===== src/rtl/adsr_pkg.sv =====
// Shared state encoding and scalar limits for the ADSR envelope sequencer.
package adsr_pkg;

    typedef enum logic [2:0] {
        ST_IDLE    = 3'd0,
        ST_ATTACK  = 3'd1,
        ST_DECAY   = 3'd2,
        ST_SUSTAIN = 3'd3,
        ST_RELEASE = 3'd4
    } adsr_state_e;

    // Silence shift: large enough to drive a 20-bit sample to zero.
    localparam logic [4:0] SMAX      = 5'd21;
    localparam logic [4:0] SUS_LIMIT = 5'd20;

endpackage


===== src/rtl/adsr_shift_scaler.sv =====
// Registered attenuator: out = in >> scalar, one cycle of latency.
module adsr_shift_scaler #(
    parameter int W = 20
) (
    input  logic         clk,
    input  logic         rst_n,
    input  logic [W-1:0] in,
    input  logic [4:0]   scalar,
    output logic [W-1:0] out
);

    logic [W-1:0] out_q;

    // Logical shift by scalar >= W naturally yields zero.
    always_ff @(posedge clk or negedge rst_n) begin
        if (!rst_n) begin
            out_q <= '0;
        end else begin
            out_q <= in >> scalar;
        end
    end

    assign out = out_q;

endmodule


===== src/rtl/adsr_sequencer.sv =====
// ADSR envelope sequencer: gate-driven FSM stepping a shift scalar once per tick.
module adsr_sequencer #(
    parameter int W    = 20,
    parameter int SMAX = adsr_pkg::SMAX
) (
    input  logic         clk,
    input  logic         rst_n,
    input  logic         tick,
    input  logic         gate,
    input  logic [4:0]   sustain_level,
    input  logic [W-1:0] in,
    output logic [W-1:0] out,
    output logic [4:0]   scalar,
    output logic [2:0]   stage,
    output logic         end_release
);
    import adsr_pkg::*;

    localparam logic [4:0] SMAX_V = 5'(SMAX);

    adsr_state_e state_q, state_d;
    logic [4:0]  scalar_q, scalar_d;
    logic        gate_q;
    logic        end_rel_q, end_rel_d;
    logic        rise, fall, idle_s;
    logic [4:0]  sus_s;

    function automatic logic [4:0] sat_inc(input logic [4:0] v, input logic [4:0] lim);
        return (v >= lim) ? lim : v + 5'd1;
    endfunction

    function automatic logic [4:0] sat_dec(input logic [4:0] v);
        return (v == 5'd0) ? 5'd0 : v - 5'd1;
    endfunction

    assign rise   = gate & ~gate_q;
    assign fall   = ~gate & gate_q;
    assign idle_s = (state_q == ST_IDLE) || (state_q > ST_RELEASE);
    assign sus_s  = (sustain_level > SUS_LIMIT) ? SUS_LIMIT : sustain_level;

    always_ff @(posedge clk or negedge rst_n) begin
        if (!rst_n) begin
            state_q   <= ST_IDLE;
            scalar_q  <= SMAX_V;
            gate_q    <= 1'b0;
            end_rel_q <= 1'b0;
        end else begin
            state_q   <= state_d;
            scalar_q  <= scalar_d;
            gate_q    <= gate;
            end_rel_q <= end_rel_d;
        end
    end

    always_comb begin
        state_d   = state_q;
        scalar_d  = scalar_q;
        end_rel_d = 1'b0;
        if (idle_s) begin
            state_d  = ST_IDLE;
            scalar_d = SMAX_V;
        end
        // Any gate edge wins over a coincident tick; the tick is simply lost.
        if (rise) begin
            state_d = ST_ATTACK;
        end else if (fall) begin
            if (state_q == ST_ATTACK || state_q == ST_DECAY || state_q == ST_SUSTAIN) begin
                state_d = ST_RELEASE;
            end
        end else if (tick) begin
            case (state_q)
                ST_ATTACK: begin
                    scalar_d = sat_dec(scalar_q);
                    if (scalar_d == 5'd0) state_d = ST_DECAY;
                end
                ST_DECAY: begin
                    if (scalar_q < sus_s) begin
                        scalar_d = sat_inc(scalar_q, sus_s);
                        if (scalar_d == sus_s) state_d = ST_SUSTAIN;
                    end else begin
                        state_d = ST_SUSTAIN;
                    end
                end
                ST_SUSTAIN: begin
                    if (scalar_q < sus_s) begin
                        scalar_d = sat_inc(scalar_q, sus_s);
                    end else if (scalar_q > sus_s) begin
                        scalar_d = sat_dec(scalar_q);
                    end
                end
                ST_RELEASE: begin
                    scalar_d = sat_inc(scalar_q, SMAX_V);
                    if (scalar_d == SMAX_V) begin
                        state_d   = ST_IDLE;
                        end_rel_d = 1'b1;
                    end
                end
                default: begin
                end
            endcase
        end
    end

    adsr_shift_scaler #(.W(W)) u_scaler (
        .clk    (clk),
        .rst_n  (rst_n),
        .in     (in),
        .scalar (scalar_q),
        .out    (out)
    );

    assign scalar      = scalar_q;
    assign stage       = idle_s ? ST_IDLE : state_q;
    assign end_release = end_rel_q;

endmodule

===== config.mk =====
export PLATFORM = sky130hd
export DESIGN_NAME = adsr_sequencer
export DESIGN_NICKNAME = d
export VERILOG_FILES = /design/src/rtl/adsr_pkg.sv /design/src/rtl/adsr_shift_scaler.sv /design/src/rtl/adsr_sequencer.sv
export SDC_FILE = /design/constraint.sdc
export NUM_CORES = 1
export LEC_CHECK = 0
export CORE_MARGIN = 2
export CORE_UTILIZATION = 60
export CTS_CLUSTER_SIZE = 16
export DETAILED_ROUTE_END_ITERATION = 6
export DONT_BUFFER_PORTS = 1
export GPL_ROUTABILITY_DRIVEN = 0
export PLACE_DENSITY = 0.78
export SYNTH_ARGS = -nofsm -noshare
export SYNTH_HDL_FRONTEND = slang
export SYNTH_HIERARCHICAL = 1
export SYNTH_SLANG_ARGS = --single-unit
export TNS_END_PERCENT = 1

===== constraint.sdc =====
create_clock -name clk -period 7.3 [get_ports clk]
set_input_delay 0.73 -clock clk [delete_from_list [all_inputs] [get_ports clk]]
set_output_delay 0.73 -clock clk [all_outputs]
set_load 0.01 [all_outputs]

* Yosys cells after proc, flatten, opt, wreduce, memory -nomap -nowiden
Index checks and enable logic that the tools add are counted.
Cells by class: $add $sub $neg 2, $lt $le $gt $ge 6, equality and inequality tests 6, shift-type cells 1, multiplexer cells 27, bitwise operators 4, reductions and logical operators 6
Operator list (count):
- $mux W5 | 11
- $mux W3 | 9
- $pmux W5 S4 | 1
- $shr A20 B5 Y20 | 1
- $logic_not A5 Y1 | 2
- $pmux W3 S3 | 1
- $eq A3 B2 Y1 const B | 2
- $add A5 B1 Y5 const B | 1
- $eq A5 B5 Y1 | 1
- $eq A5 B5 Y1 const B | 1
- $ge A5 B5 Y1 | 1
- $ge A5 B5 Y1 const B | 1
- $gt A5 B5 Y1 | 1
- $gt A5 B5 Y1 const B | 1
- $lt A5 B5 Y1 | 1
- $mux W1 | 5
- $sub A5 B1 Y5 const B | 1
- $eq A3 B1 Y1 const B | 1
- $eq A3 B3 Y1 const B | 1
- $gt A3 B3 Y1 const B | 1
- $logic_not A3 Y1 | 1
- $logic_or A1 B1 Y1 | 3
- $and A1 B1 Y1 | 2
- $not A1 Y1 | 2
Word-level totals: register bits 30, input port bits 29, output and inout port bits 29, logic and storage cells 57

* Logic depth before layout (Yosys ltp)
depth after elaboration 11, depth in mapped cells 12, depth with buffers taken out 10

* Modules after synthesis
The synthesis kept the hierarchy.
Modules (own cells, without submodules):
- adsr_shift_scaler | instances 1, cells each 145, area each 1532.7 um2, seq. area each 500.5 um2
- adsr_sequencer | instances 1, cells each 178, area each 1355.0 um2, seq. area each 254.0 um2

* Worst setup path before layout
No wires, ideal clock.
path type input port to flip-flop, from input port sustain_level[4], to register state_q[2], library setup time 0.086 ns, arrival 2.789 ns, required time 7.214 ns, setup slack 4.425 ns, stages 11, path buffers 1, path through buf_2 > o21ai_0 > and2_1 > inv_1 > ha_1 > nand2b_1 > a21oi_1 > nor3_1 > nand2_1 > or4_4 > o221ai_2
On the way: longest elaborated chain between the ends 11, elaborated cells on any way between the ends 12, classes of those cells order compare: 3; eq/ne: 1; mux: 8
Ends and longest elaborated chain:
- start, declared | RTL line adsr_sequencer.sv:10 | input logic [4:0] sustain_level,
- $gt A5 B5 Y1 | RTL line adsr_sequencer.sv:39 | assign sus_s = (sustain_level > SUS_LIMIT) ? SUS_LIMIT : sustain_level;
- $mux W5 (*) | RTL line adsr_sequencer.sv:39
- $ge A5 B5 Y1 | RTL line adsr_sequencer.sv:29 | return (v >= lim) ? lim : v + 5'd1;
- $mux W5 | RTL line adsr_sequencer.sv:29
- $eq A5 B5 Y1 | RTL line adsr_sequencer.sv:79 | if (scalar_d == sus_s) state_d = ST_SUSTAIN;
- $mux W3 | RTL line adsr_sequencer.sv:79
- $mux W3 (*) | RTL line adsr_sequencer.sv:77 | if (scalar_q < sus_s) begin
- $pmux W3 S3 (*) | RTL line adsr_sequencer.sv:71 | case (state_q)
- $mux W3 (*) | RTL line adsr_sequencer.sv:70 | end else if (tick) begin
- $mux W3 (*) | RTL line adsr_sequencer.sv:66 | end else if (fall) begin
- $mux W3 (*) | RTL line adsr_sequencer.sv:64 | if (rise) begin
- net state_d[2] | RTL line adsr_sequencer.sv:21 | adsr_state_e state_q, state_d;
- end signal, assigned | RTL line adsr_sequencer.sv:48 | state_q <= state_d;
- end, declared | RTL line adsr_sequencer.sv:21
Mark *: on every way through the listed nets, which the timed path passes. The rest lies on a longest branch.

* Worst setup path in the final report
from register scalar_q[0], in the netlist scalar[0], to register scalar_q[2], in the netlist scalar[2]
On the way: longest elaborated chain between the ends 8, elaborated cells on any way between the ends 17, classes of those cells add/sub: 2; order compare: 4; mux: 10; reduce/logical: 1
Ends and longest elaborated chain:
- start, declared | RTL line adsr_sequencer.sv:22 | logic [4:0] scalar_q, scalar_d;
- start signal, assigned | RTL line adsr_sequencer.sv:49 | scalar_q <= scalar_d;
- $sub A5 B1 Y5 / $logic_not A5 Y1 (equally long branches) | RTL line adsr_sequencer.sv:33 | return (v == 5'd0) ? 5'd0 : v - 5'd1;
- $mux W5 | RTL line adsr_sequencer.sv:33
- $mux W5 | RTL line adsr_sequencer.sv:87 | end else if (scalar_q > sus_s) begin
- $mux W5 | RTL line adsr_sequencer.sv:85 | if (scalar_q < sus_s) begin
- $pmux W5 S4 (*) | RTL line adsr_sequencer.sv:71
- $mux W5 (*) | RTL line adsr_sequencer.sv:70
- $mux W5 (*) | RTL line adsr_sequencer.sv:66
- $mux W5 (*) | RTL line adsr_sequencer.sv:64
- net scalar_d[2] | RTL line adsr_sequencer.sv:22
Marks and branches as above.

==> results_tabular.tex <==
\begin{tabular}{lr}
\hline
Metric & Value \\
\hline
\multicolumn{2}{l}{\textbf{Route}} \\
Number of iterations in the first detailed-routing pass & 6 \\
Detailed-route wire length per cell & 19.1 um \\
DRC errors left & 0 \\
Via count & 2488 \\
DRT Wirelength & 6940 um \\
Antenna Nets Post-Route & 0 \\
Avg Vias per Cell & 6.84 \\
DRC marker count from the first detailed-route iteration & 213 \\
\multicolumn{2}{l}{\textbf{Worst setup path}} \\
Bufs and invs on worst path & 1 \\
Critical Path Fanout Max & 39 \\
Cell chain of the critical path & inv\_1 -> ha\_1 -> and3\_1 -> nand3\_1 -> o21ai\_0 -> a21boi\_0 -> nand2\_1 -> o211ai\_1 \\
Delay-heaviest family, CP & flip-flops \\
Startpoint type of the worst setup path & register \\
Class of the most critical setup path & reg -> reg \\
Slowest-stage cell, CP & dfstp\_2 \\
Required time of the worst setup path & 7.50 ns \\
Crit path arrival time & 3.37 ns \\
Biggest cell delay along the critical path & 1.10 ns \\
Critical Path Sink Type & register \\
\multicolumn{2}{l}{\textbf{Synth}} \\
Distinct cells, synth & 66 \\
Sequential-to-total area share from yosys stat & 26.1\% \\
Mapped Nets & 361 \\
Summed instance area of the synthesized netlist & 2890 sq um \\
Mean area per synthesized cell & 8.94 sq um \\
Number of flops mapped to enable cells by yosys & 0 \\
Number of cells produced by synthesis & 323 \\
Total of warnings raised by yosys & 6 \\
Dominant synthesized flop cell & dfrtp\_1 \\
Fraction of synthesized cell area taken by the top area cell type & 23.4\% \\
Flip-flop and latch count after synthesis & 30 \\
Synth area leaders & dfrtp\_1 23\%, mux2\_2 7.0\%, mux4\_2 6.2\% \\
Post-synth top area cell & dfrtp\_1 \\
Post-synth ARST share & 100\% \\
\multicolumn{2}{l}{\textbf{Cells and area}} \\
Most frequent cells in the layout & 32 x nor2\_1, 27 x dfrtp\_1, 25 x nand2\_1 \\
Area growth from synthesis to final layout & 2.82\% \\
Number of fillers in the final layout & 393 \\
Fraction of layout instances using a drive strength above 1 & 16.8\% \\
Layout net count & 347 \\
Most common cell after layout, fill and taps aside & nor2\_1 \\
Area of combinational cells with multiple inputs & 1930 sq um \\
Area occupied by registers & 754 sq um \\
Number of inserted diodes & 0 \\
\multicolumn{2}{l}{\textbf{Timing}} \\
WHS & 0.125 ns \\
Transition time at the pin with the least slew margin & 0.868 ns \\
Minimum period implied by the final worst setup slack & 3.17 ns \\
Portion of the clock cycle consumed by the worst path in the final layout & 43.4\% \\
Worst clock skew & 0.0104 ns \\
Worst max-slew margin expressed relative to the limit & 42.2\% \\
Number of hold violations in the final report & 0 \\
Setup violators final & 0 \\
Maximum achievable frequency & 316 MHz \\
Slew Viols, Final & 0 \\
Summed negative setup slack over all endpoints & 0 ns \\
RSZ-0062 raised after global routing & no \\
\multicolumn{2}{l}{\textbf{Global route}} \\
Vias in the first global route & 2310 \\
Remaining Overflow, GRT & 0 \\
Wire length of the first global-routing pass & 11700 um \\
Met1 capacity usage during global routing & 41.2\% \\
Pin count of the biggest net entering global routing & 40 \\
Initial antenna violation count & 0 \\
Layer with the highest usage after global routing & met1 \\
Met3 global-route usage & 5.08\% \\
Met2 global-route usage & 41.2\% \\
GRT Resource Usage Total & 27.9\% \\
\multicolumn{2}{l}{\textbf{Status}} \\
Outcome & finished clean \\
\multicolumn{2}{l}{\textbf{Die}} \\
I/O pins & 58 \\
Std-Cell Core Area & 4690 sq um \\
Row count & 25 \\
Initial Utilization & 61.5\% \\
Width of the chip & 73.4 um \\
Height of the chip & 73.4 um \\
Area of the die & 5380 sq um \\
\multicolumn{2}{l}{\textbf{Clocking}} \\
Cts bufs inserted & 5 \\
CTS tree & done \\
Maximum count of clock buffers along a single path & 2 \\
H-tree depth & 2 \\
CTS-repair resized insts & 0 \\
Clock network latency to the later pin of the worst-skew pair & 0.29 ns \\
Number of clock sinks & 30 \\
Post-CTS setup-driven buffer insertion count & 0 \\
\# hold bufs at CTS & 0 \\
Root buffer selected by CTS & clkbuf\_8 \\
Clock transition at the register clock pins on the worst setup and hold paths after CTS & 0.07 ns \\
\multicolumn{2}{l}{\textbf{Place}} \\
Number of port buffers & 0 \\
HPWL Detailed & 5040 um \\
\multicolumn{2}{l}{\textbf{Pwr}} \\
IR Drop Worst-Case VDD & 152 uV \\
Power density over the cells & 347 nW/um\^{}2 \\
Leak & 1.25 nW \\
\multicolumn{2}{l}{\textbf{Run}} \\
Max Cap Viol & 0 \\
\multicolumn{2}{l}{\textbf{Min path}} \\
Type of the tightest min-delay check & in -> async \\
\hline
\end{tabular}
[per-stage QoR]
stage | instances | instance area [sq um] | util (%) | power, mW | setup WS (ns)
after floorplan | 323 | 2890 | - | 0.725 | 4.42
after global placement | 356 | 2830 | 60.2 | 0.795 | 4.26
after detailed placement | 356 | 2830 | 60.2 | 0.805 | 4.17
after CTS | 364 | 2970 | 63.3 | 1.02 | 4.15
after global routing | 364 | 2970 | 63.3 | 1.10 | 3.92
final | 364 | 2970 | 63.3 | 1.03 | 4.13
[final timing paths]
check / depth (start not counted) / slack (ns) / endpoint / start
max: 8 / 4.13 / scalar[2]$_DFF_PN1_ / scalar[0]$_DFF_PN1_
min: 0 / 0.13 / u_scaler/out[4]$_DFF_PN0_ / rst_n
max reg2reg: 8 / 4.13 / scalar[2]$_DFF_PN1_ / scalar[0]$_DFF_PN1_
min reg2reg: 2 / 0.69 / state_q[0]$_DFF_PN0_ / gate_q$_DFF_PN0_
max in group asynchronous: 0 / 6.99 / scalar[4]$_DFF_PN1_ / rst_n
min in group clk: 0 / 0.47 / gate_q$_DFF_PN0_ / gate
[per-layer routing]
metal	share of wire, %	vias to the layer above
met5	0	-
met4	1.2	0
met3	9.2	13
met2	45	141
met1	44	1169
li1	-	1165
[sequential cells by signal, summed over array words and instances (netlist names)]
| register | cells |
|---|---|
| u_scaler/out | 20 |
| scalar | 5 |
| state_q | 3 |
| end_release | 1 |
| gate_q | 1 |
[kinds of logic after synthesis]
| kind of cell | Yosys count | share of synthesized area, % |
|---|---|---|
| multiplexers | 44 | 20.4 |
| AO/OA/AOI/OAI | 79 | 20.0 |
| flip-flops | 30 | 26.1 |
| buffers and inverters | 39 | 7.06 |
| AND/OR/NAND/NOR | 115 | 20.3 |
| adder cells (fa/ha/maj) | 10 | 4.29 |
| XOR/XNOR | 6 | 1.82 |
[power by group]
group	leakage, nW	total, mW	switching, mW	internal, mW
sequential	0.400	0.308	0.101	0.206
combinational	0.776	0.510	0.274	0.236
clock	0.0714	0.213	0.0670	0.146
total	1.25	1.03	0.442	0.587
[final cells by class]
class                           instances  area share [%]
Multi-Input combinational cell        254            65.0
Sequential cell                        30            25.4
Clock buffer                            6            2.78
Tap cell                               54            2.28
Clock inverter                          2            2.02
Inverter                               16            2.02
Timing Repair Buffer                    2           0.506
[synth_stat cells, drive strengths merged (5+ instances only)]
cell type,number
a211oi,9
a21oi,13
buf,14
clkbuf,9
dfrtp,27
ha,9
inv,15
mux2,20
mux2i,15
mux4,9
nand2,25
nand2b,10
nand3,8
nor2,32
nor2b,13
nor3,9
o211ai,7
o21ai,10
o22ai,5
xnor2,5
[worst register-to-register path, stage by stage, from the launching register on]
cell      delay [ns]
dfstp_2         1.10
inv_1           0.22
ha_1            0.33
and3_1          0.14
nand3_1         0.31
o21ai_0         0.21
a21boi_0        0.35
nand2_1         0.16
o211ai_1        0.26
No activity file was read; power rests on OpenSTA's default activity.
